<file path="src/rtl/cpu_mc_ctrl.sv">
// Multicycle CPU control FSM with a bounded data-memory wait and a sticky error trap.
// Define CPU_MC_PERF_EN to build the retired/cycles performance counters.
module cpu_mc_ctrl #(
  parameter int unsigned MEM_TIMEOUT = 15
) (
  input  logic        clk,
  input  logic        rst,
  input  logic [31:0] ins_onehot,
  input  logic        dm_ready,
  input  logic        halt_req,
  output logic        ir_en,
  output logic        pc_en,
  output logic        rf_w_en,
  output logic        dm_req,
  output logic        dm_we,
  output logic        busy,
  output logic        err,
  output logic [2:0]  state,
  output logic [31:0] retired,
  output logic [31:0] cycles
);

  typedef enum logic [2:0] {
    S_FETCH  = 3'd0,
    S_DECODE = 3'd1,
    S_EXEC   = 3'd2,
    S_MEM    = 3'd3,
    S_WB     = 3'd4,
    S_HALT   = 3'd5,
    S_ERR    = 3'd6
  } state_e;

  typedef enum logic [2:0] {
    C_ALU,
    C_BR,
    C_JAL,
    C_LW,
    C_SW
  } cls_e;

  localparam logic [7:0] WAIT_LAST = 8'(MEM_TIMEOUT - 1);

  state_e     state_q;
  cls_e       cls_q;
  cls_e       decCls;
  logic       rstExit_q;
  logic       irEn_q;
  logic       pcEn_q;
  logic       rfWEn_q;
  logic       dmReq_q;
  logic       dmWe_q;
  logic [7:0] waitCnt_q;

  always_comb begin
    decCls = C_ALU;
    if (ins_onehot[22])      decCls = C_LW;
    else if (ins_onehot[23]) decCls = C_SW;
    else if (ins_onehot[30]) decCls = C_JAL;
    else if (ins_onehot[16] | ins_onehot[24] | ins_onehot[25] | ins_onehot[29]) decCls = C_BR;
  end

  // Strobes are registered for the state being entered. halt_req is sampled on
  // the edge that enters FETCH, so a halting FETCH never raises ir_en.
  always_ff @(posedge clk) begin
    if (rst) begin
      state_q   <= S_FETCH;
      cls_q     <= C_ALU;
      rstExit_q <= 1'b1;
      irEn_q    <= 1'b0;
      pcEn_q    <= 1'b0;
      rfWEn_q   <= 1'b0;
      dmReq_q   <= 1'b0;
      dmWe_q    <= 1'b0;
      waitCnt_q <= 8'd0;
    end else begin
      irEn_q  <= 1'b0;
      pcEn_q  <= 1'b0;
      rfWEn_q <= 1'b0;
      dmReq_q <= 1'b0;
      dmWe_q  <= 1'b0;
      case (state_q)
        S_FETCH: begin
          if (rstExit_q) begin
            rstExit_q <= 1'b0;
            irEn_q    <= ~halt_req;
          end else if (irEn_q) begin
            state_q <= S_DECODE;
          end else begin
            state_q <= S_HALT;
          end
        end
        S_DECODE: begin
          if (!$onehot(ins_onehot)) begin
            state_q <= S_ERR;
          end else begin
            cls_q   <= decCls;
            state_q <= S_EXEC;
            pcEn_q  <= (decCls == C_BR) || (decCls == C_JAL);
            rfWEn_q <= (decCls == C_JAL);
          end
        end
        S_EXEC: begin
          case (cls_q)
            C_ALU: begin
              state_q <= S_WB;
              pcEn_q  <= 1'b1;
              rfWEn_q <= 1'b1;
            end
            C_BR, C_JAL: begin
              state_q <= S_FETCH;
              irEn_q  <= ~halt_req;
            end
            C_LW, C_SW: begin
              state_q   <= S_MEM;
              dmReq_q   <= 1'b1;
              dmWe_q    <= (cls_q == C_SW);
              waitCnt_q <= 8'd0;
            end
            default: state_q <= S_ERR;
          endcase
        end
        S_MEM: begin
          // A ready on the final allowed wait cycle wins over the timeout.
          if (dm_ready) begin
            if (cls_q == C_LW) begin
              state_q <= S_WB;
              pcEn_q  <= 1'b1;
              rfWEn_q <= 1'b1;
            end else begin
              state_q <= S_FETCH;
              pcEn_q  <= 1'b1;
              irEn_q  <= ~halt_req;
            end
          end else if (waitCnt_q == WAIT_LAST) begin
            state_q <= S_ERR;
          end else begin
            waitCnt_q <= waitCnt_q + 8'd1;
            dmReq_q   <= 1'b1;
            dmWe_q    <= (cls_q == C_SW);
          end
        end
        S_WB: begin
          state_q <= S_FETCH;
          irEn_q  <= ~halt_req;
        end
        S_HALT: begin
          if (!halt_req) begin
            state_q <= S_FETCH;
            irEn_q  <= 1'b1;
          end
        end
        S_ERR:   state_q <= S_ERR;
        default: state_q <= S_ERR;
      endcase
    end
  end

  assign ir_en   = irEn_q;
  assign pc_en   = pcEn_q;
  assign rf_w_en = rfWEn_q;
  assign dm_req  = dmReq_q;
  assign dm_we   = dmWe_q;
  assign state   = state_q;
  assign err     = (state_q == S_ERR);
  assign busy    = (state_q != S_HALT) && (state_q != S_ERR);

`ifdef CPU_MC_PERF_EN
  logic [31:0] retired_q;
  logic [31:0] cycles_q;

  always_ff @(posedge clk) begin
    if (rst) begin
      retired_q <= 32'd0;
      cycles_q  <= 32'd0;
    end else begin
      if (busy)   cycles_q  <= cycles_q + 32'd1;
      if (pcEn_q) retired_q <= retired_q + 32'd1;
    end
  end

  assign retired = retired_q;
  assign cycles  = cycles_q;
`else
  assign retired = 32'd0;
  assign cycles  = 32'd0;
`endif

endmodule

</file>
<file path="config.mk">
export PLATFORM = sky130hd
export DESIGN_NAME = cpu_mc_ctrl
export DESIGN_NICKNAME = d
export VERILOG_FILES = /design/src/rtl/cpu_mc_ctrl.sv
export SDC_FILE = /design/constraint.sdc
export NUM_CORES = 1
export LEC_CHECK = 0
export ABC_AREA = 1
export CORE_MARGIN = 2
export CORE_UTILIZATION = 43
export CTS_CLUSTER_DIAMETER = 80
export DETAILED_ROUTE_END_ITERATION = 12
export PLACE_DENSITY = 0.78
export SKIP_CTS_REPAIR_TIMING = 1
export SYNTH_ARGS = -nofsm -noshare
export SYNTH_HDL_FRONTEND = slang
export SYNTH_SLANG_ARGS = --single-unit
export TNS_END_PERCENT = 20
</file>
<file path="constraint.sdc">
create_clock -name clk -period 7.8 [get_ports clk]
set_clock_uncertainty 0.05 [all_clocks]
set_input_delay 2.34 -clock clk [delete_from_list [all_inputs] [get_ports clk]]
set_output_delay 2.34 -clock clk [all_outputs]
set_load 0.02 [all_outputs]
</file>
==> flow_metrics.env, run 1 <==
export IMPL_seq_power_share_pct=16.5
export IMPL_holdPathStages=2
export IMPL_rsz0062_at_grt="no"
export IMPL_fmax_mhz=139
export IMPL_clkTransAtPathRegs_ns=0.08
export IMPL_start_util_pct=45.1
export IMPL_drc=0
export IMPL_n_fill_cell=547
export IMPL_fin_crit_ns=7.22
export IMPL_drtPass1Iterations=5
export IMPL_dieWidth_microns=80.7
export IMPL_slew_violations=0
export IMPL_io_buffers=45
export IMPL_switching_share_pct=49.5
export IMPL_max_cap_violations=0
export IMPL_ant_nets=0
export IMPL_synthTopCellsByArea="buf_4, fa_1, dfxtp_1"
export IMPL_vdd_drop_max_v=0.000193
export IMPL_dieArea_sq_um=6510
export IMPL_hold_end="rstExit_q$_SDFFE_PP1P_"
export IMPL_synthToLayoutAreaGrowth_pct=13.6
export IMPL_cts_max_level=1
export IMPL_ys_seq_elements=20
export IMPL_p_int_mw=0.410
export IMPL_path_class="in2reg"
export IMPL_fin_cells=475
export IMPL_synth_flop_cell="dfxtp_1"
export IMPL_fin_util_pct=51.2
export IMPL_rrSetupSlack_ns=5.86
export IMPL_drtIter0Drc=119
export IMPL_dp_slack_ns=0.308
export IMPL_r2r_end="waitCnt_q[0]$_SDFFE_PP0P_"
export IMPL_yosysSeqAreaShare_pct=15.8
export IMPL_numCtsBuffers=3
export IMPL_combPwrFrac_pct=70.7
export IMPL_cp_start_kind="input port"
export IMPL_cts_tree="done"
export IMPL_p_sw_mw=0.402
export IMPL_rr_startpoint="state[1]$_SDFFE_PP0P_"
export IMPL_synth_area_sq_um=2530
export IMPL_setup_viol=0
export IMPL_crit_required_ns=7.87
export IMPL_run_status="finished, final reports clean"
export IMPL_wl_per_cell_microns=9.79
export IMPL_diodes=0
export IMPL_drive_above_1_share_pct=4.47
export IMPL_worst_slew_pin_slew_ns=0.566
export IMPL_yosysTopAreaCell="buf_4"
export IMPL_crit_path_max_incr_delay_ns=0.57
export IMPL_arrival_ns=7.29
export IMPL_final_setup_worst_slack_ns=0.580
export IMPL_timing_slew_headroom_pct=62.1
export IMPL_power_frac_clock_pct=12.8
export IMPL_cts_root_buffer="clkbuf_8"
export IMPL_final_cell_area_sq_um=2870
export IMPL_yosys_warnings=0
export IMPL_core_area_sq_um=5610
export IMPL_die_height_microns=80.7
export IMPL_num_rows=27
export IMPL_synth_top_area_share_pct=19.6
export IMPL_hold_viol=0
export IMPL_antenna_found_initial=0
export IMPL_p_leak_nw=1.48
export IMPL_rr_worst_depth=7
export IMPL_finalPower_mw=0.811
export IMPL_synth_cells=359
export IMPL_place_gp_congestion=0.879
export IMPL_ys_types=27
export IMPL_grt_max_degree=14
export IMPL_cpLargestDelayFamily="adder cells"
export IMPL_hpwl_microns=3870
export IMPL_critPathSlowestCell="fa_1"
export IMPL_synthTopCellsByCount="inv_1, buf_4, nand2_1, nor2_1"
export IMPL_avgSynthCellArea_sq_um=7.04
export IMPL_clock_path_buffers=2
export IMPL_dpl_cell_area_sq_um=2800
export IMPL_cp_cell_sequence="clkdlybuf4s50_1 -> inv_1 -> fa_1 -> inv_1 -> fa_1 -> fa_1 -> fa_1 -> fa_1 -> inv_1 -> fa_1 -> inv_1 -> ha_1 -> fa_1 -> inv_1 -> nand2_1 -> nor2_1 -> nand4_1 -> o21ai_0 -> nor2_1"
export IMPL_path_max_fanout=5
export IMPL_pwr_density_cell_nw_per_um2=283
export IMPL_place_inst=471
export IMPL_cts_sinks=20
export IMPL_grtUsageTotal_pct=14.8
export IMPL_grt_pass1_vias=1857
export IMPL_setup_tns_ns=0
export IMPL_worst_path_buf_inv=6
export IMPL_worstHoldPathType="reg2reg"
export IMPL_cp_end_kind="flip-flop"
export IMPL_min_from="rstExit_q$_SDFFE_PP1P_"
export IMPL_cpMostUsedCell="fa_1"
export IMPL_grt_overflow=0
export IMPL_io_pins=110
export IMPL_finalCritPeriodShare_pct=92.6
export IMPL_async_flop_share_pct=0
export IMPL_whs_ns=0.406
export IMPL_grt_pass1_wl_microns=7770
export IMPL_synth_edff_count=0
export IMPL_viasPerCell=4.28
export IMPL_clkLatencyLatePin_ns=0.26
export IMPL_synth_most_common_cell="inv_1"
export IMPL_vias=2035
export IMPL_nets=473
export IMPL_wirelength_microns=4650
==> routing by layer <==
layer / share of wire (%) / GRT usage (%)
met1: 41 / 18.2
met2: 51 / 27.7
met3: 6.1 / 1.35
met4: 1.5 / 3.73
met5: 0 / 0
==> sequential cells by signal (all words and copies together) (netlist names) <==
name / cells
waitCnt_q: 8
cls_q: 3
state: 3
dm_req: 1
dm_we: 1
ir_en: 1
pc_en: 1
rf_w_en: 1
rstExit_q: 1
==> cell usage in the layout (no fill, tap or decap) <==
cell / count
dfxtp_1: 20
o21bai_1: 1
bufinv_16: 1
a21oi_1: 13
ha_1: 9
clkdlybuf4s50_1: 45
o21ai_0: 5
fa_1: 24
nand2_1: 58
inv_1: 70
a211oi_1: 1
o21ai_4: 1
clkinv_4: 1
nand3_1: 24
clkinv_2: 1
nor3_1: 1
inv_2: 2
nand2_4: 2
conb_1: 64
nor2_2: 5
nand2_2: 2
nor2_1: 41
clkbuf_8: 3
xnor2_1: 2
o21ai_1: 3
a31oi_1: 1
nand4_1: 3
==> worst register-to-register path, stage by stage (launching register included) <==
cell      delay [ns]
dfxtp_1         0.53
nand3_1         0.47
nor2_2          0.28
o21ai_4         0.14
nand2_4         0.15
clkinv_4        0.07
a21oi_1         0.11
nor2_1          0.04
==> power groups by stage <==
stage	registers [mW]	clock network, mW	logic [mW]
2_1_floorplan	0.136	0	0.469
3_3_place_gp	0.135	0	0.557
3_5_place_dp	0.136	0	0.575
4_1_cts	0.134	0.105	0.580
5_1_grt	0.137	0.110	0.680
6_report	0.134	0.104	0.573
==> cells by family (layout without fill, tap and decap cells) <==
| logic type | count (synthesis) | in the layout | share of synthesized area [%] |
|---|---|---|---|
| buf+inv | 142 | 123 | 31.2 |
| simple gates | 136 | 136 | 23.0 |
| fa+ha+maj | 33 | 33 | 23.5 |
| compound gates | 25 | 25 | 5.64 |
| flops | 20 | 20 | 15.8 |
| xor+xnor | 2 | 2 | 0.693 |
| other cells | 1 | 64 | 0.148 |
==> cell type report <==
cell class	instances	area (sq um)	share of cell area, %
clock inverter	1	30.0	1.05
clock buffer	3	41.3	1.44
timing repair buffer	45	450	15.7
multi-input combinational	260	1580	54.9
tap	72	90.1	3.14
sequential	20	400	13.9
inverter	74	284	9.89
==> how the worst max path moves through the flow <==
stage | from | to | slack [ns] | cells past startpoint
2_1_floorplan | ins_onehot[5] | cls_q[2]$_SDFFE_PP0P_ | 1.02 | 18
6_report | ins_onehot[5] | cls_q[2]$_SDFFE_PP0P_ | 0.58 | 19
3_5_place_dp | ins_onehot[5] | cls_q[2]$_SDFFE_PP0P_ | 0.31 | 19
5_1_grt | ins_onehot[5] | cls_q[2]$_SDFFE_PP0P_ | 0.34 | 19
3_3_place_gp | ins_onehot[5] | cls_q[2]$_SDFFE_PP0P_ | 0.40 | 19
4_1_cts | ins_onehot[5] | cls_q[2]$_SDFFE_PP0P_ | 0.57 | 19
Power figures use the tool's default switching activity.
==> run 2: changes to the inputs <==
- CELL_PAD_IN_SITES_DETAIL_PLACEMENT: not set -> 0
- CELL_PAD_IN_SITES_GLOBAL_PLACEMENT: not set -> 1
- CORE_UTILIZATION: 43 -> 29
- PLACE_DENSITY: 0.78 -> 0.77
==> flow_metrics.env, run 2 (synthesized netlist as in run 1, its figures left out) <==
export IMPL_r2r_end="waitCnt_q[0]$_SDFFE_PP0P_"
export IMPL_cp_cell_sequence="clkdlybuf4s50_1 -> inv_1 -> fa_1 -> inv_1 -> fa_1 -> fa_1 -> fa_1 -> fa_1 -> inv_1 -> fa_1 -> inv_1 -> ha_1 -> fa_1 -> inv_1 -> nand2_1 -> nor2_1 -> nand4_1 -> o21ai_0 -> nor2_1"
export IMPL_grt_pass1_vias=1934
export IMPL_clock_path_buffers=2
export IMPL_worst_path_buf_inv=6
export IMPL_p_leak_nw=1.47
export IMPL_cpLargestDelayFamily="adder cells"
export IMPL_arrival_ns=7.23
export IMPL_fin_cells=511
export IMPL_run_status="finished, final reports clean"
export IMPL_grt_max_degree=14
export IMPL_clkTransAtPathRegs_ns=0.08
export IMPL_final_setup_worst_slack_ns=0.660
export IMPL_drtIter0Drc=67
export IMPL_critPathSlowestCell="fa_1"
export IMPL_cts_tree="done"
export IMPL_timing_slew_headroom_pct=59.8
export IMPL_drive_above_1_share_pct=4.47
export IMPL_nets=473
export IMPL_crit_required_ns=7.89
export IMPL_top_register="waitCnt_q"
export IMPL_crit_path_max_incr_delay_ns=0.55
export IMPL_vias=1992
export IMPL_antenna_found_initial=0
export IMPL_fin_crit_ns=7.14
export IMPL_dieWidth_microns=97.4
export IMPL_final_cell_mix="inv_1, conb_1, nand2_1, clkdlybuf4s50_1, nor2_1"
export IMPL_synthToLayoutAreaGrowth_pct=14.8
export IMPL_dieArea_sq_um=9480
export IMPL_worst_slew_pin_slew_ns=0.601
export IMPL_diodes=0
export IMPL_cts_root_buffer="clkbuf_8"
export IMPL_rsz0062_at_grt="no"
export IMPL_grtUsageTotal_pct=10.8
export IMPL_vdd_drop_max_v=0.000121
export IMPL_min_from="rstExit_q$_SDFFE_PP1P_"
export IMPL_setup_tns_ns=0
export IMPL_fmax_mhz=140
export IMPL_place_inst=507
export IMPL_whs_ns=0.416
export IMPL_holdPathStages=2
export IMPL_path_max_fanout=5
export IMPL_hold_viol=0
export IMPL_ant_nets=0
export IMPL_pwr_density_cell_nw_per_um2=271
export IMPL_numCtsBuffers=3
export IMPL_wl_per_cell_microns=9.38
export IMPL_clkLatencyLatePin_ns=0.26
export IMPL_largest_register_ffs=8
export IMPL_drc=0
export IMPL_grt_overflow=0
export IMPL_grt_pass1_wl_microns=8590
export IMPL_die_height_microns=97.4
export IMPL_core_area_sq_um=8590
export IMPL_wirelength_microns=4790
export IMPL_num_rows=34
export IMPL_finalCritPeriodShare_pct=91.5
export IMPL_io_pins=110
export IMPL_path_class="in2reg"
export IMPL_rr_worst_depth=7
export IMPL_cts_sinks=20
export IMPL_worstHoldPathType="reg2reg"
export IMPL_hold_end="rstExit_q$_SDFFE_PP1P_"
export IMPL_dp_slack_ns=0.330
export IMPL_rr_startpoint="state[1]$_SDFFE_PP0P_"
export IMPL_cts_max_level=1
export IMPL_cpMostUsedCell="fa_1"
export IMPL_io_buffers=45
export IMPL_start_util_pct=29.4
export IMPL_cp_start_kind="input port"
export IMPL_drtPass1Iterations=4
export IMPL_setup_viol=0
export IMPL_slew_violations=0
export IMPL_hpwl_microns=4030
export IMPL_rrSetupSlack_ns=5.82
export IMPL_viasPerCell=3.90
export IMPL_final_common_cell="inv_1"
export IMPL_place_gp_congestion=0.819
export IMPL_max_cap_violations=0
export IMPL_cp_end_kind="flip-flop"
[run 2: layer usage]
layer  GRT usage [%]  routed length [microns]  vias up
li1                -                        -     1028
met2            19.2                     2340       61
met4            2.88                       51        0
met5               0                        0        -
met3            1.08                      227        6
met1            13.9                     2180      897
[run 2: power by group]
part           internal, mW  leakage, nW  switching, mW
clock network        0.0450       0.0288         0.0374
registers             0.115        0.162         0.0182
logic                 0.225         1.28          0.345
total                 0.386         1.47          0.401
[run 2: worst register-to-register path, cell delays in order (launching register included)]
cell	delay [ns]
dfxtp_1	0.54
nand3_1	0.47
nor2_2	0.27
o21ai_4	0.15
nand2_4	0.17
clkinv_4	0.08
a21oi_1	0.11
nor2_1	0.05
[run 2: worst max path at each step]
| stage | start | end | slack (ns) | cells past startpoint |
|---|---|---|---|---|
| after detailed placement | ins_onehot[5] | cls_q[2]$_SDFFE_PP0P_ | 0.33 | 19 |
| final | ins_onehot[5] | cls_q[2]$_SDFFE_PP0P_ | 0.66 | 19 |
| after global routing | ins_onehot[5] | cls_q[1]$_SDFFE_PP0P_ | 0.34 | 19 |
| after global placement | ins_onehot[5] | cls_q[2]$_SDFFE_PP0P_ | 0.41 | 19 |
| after floorplan | ins_onehot[5] | cls_q[2]$_SDFFE_PP0P_ | 1.02 | 18 |
| after CTS | ins_onehot[5] | cls_q[2]$_SDFFE_PP0P_ | 0.62 | 19 |
[run 2: per-stage QoR]
step	util [%]	power, mW	cell area (sq um)
2_1_floorplan	-	0.605	2760
3_3_place_gp	33.1	0.703	2850
3_5_place_dp	33.1	0.712	2850
4_1_cts	33.8	0.797	2900
5_1_grt	33.8	0.912	2900
6_report	33.8	0.786	2900
[run 2: final cells by class]
class | instances | area (sq um)
clock buffers | 4 | 55.1
multi-input cells | 260 | 1580
repair buffers | 45 | 450
flip-flops and latches | 20 | 400
well taps | 108 | 135
fillers | 965 | 5690
inverters | 74 | 284
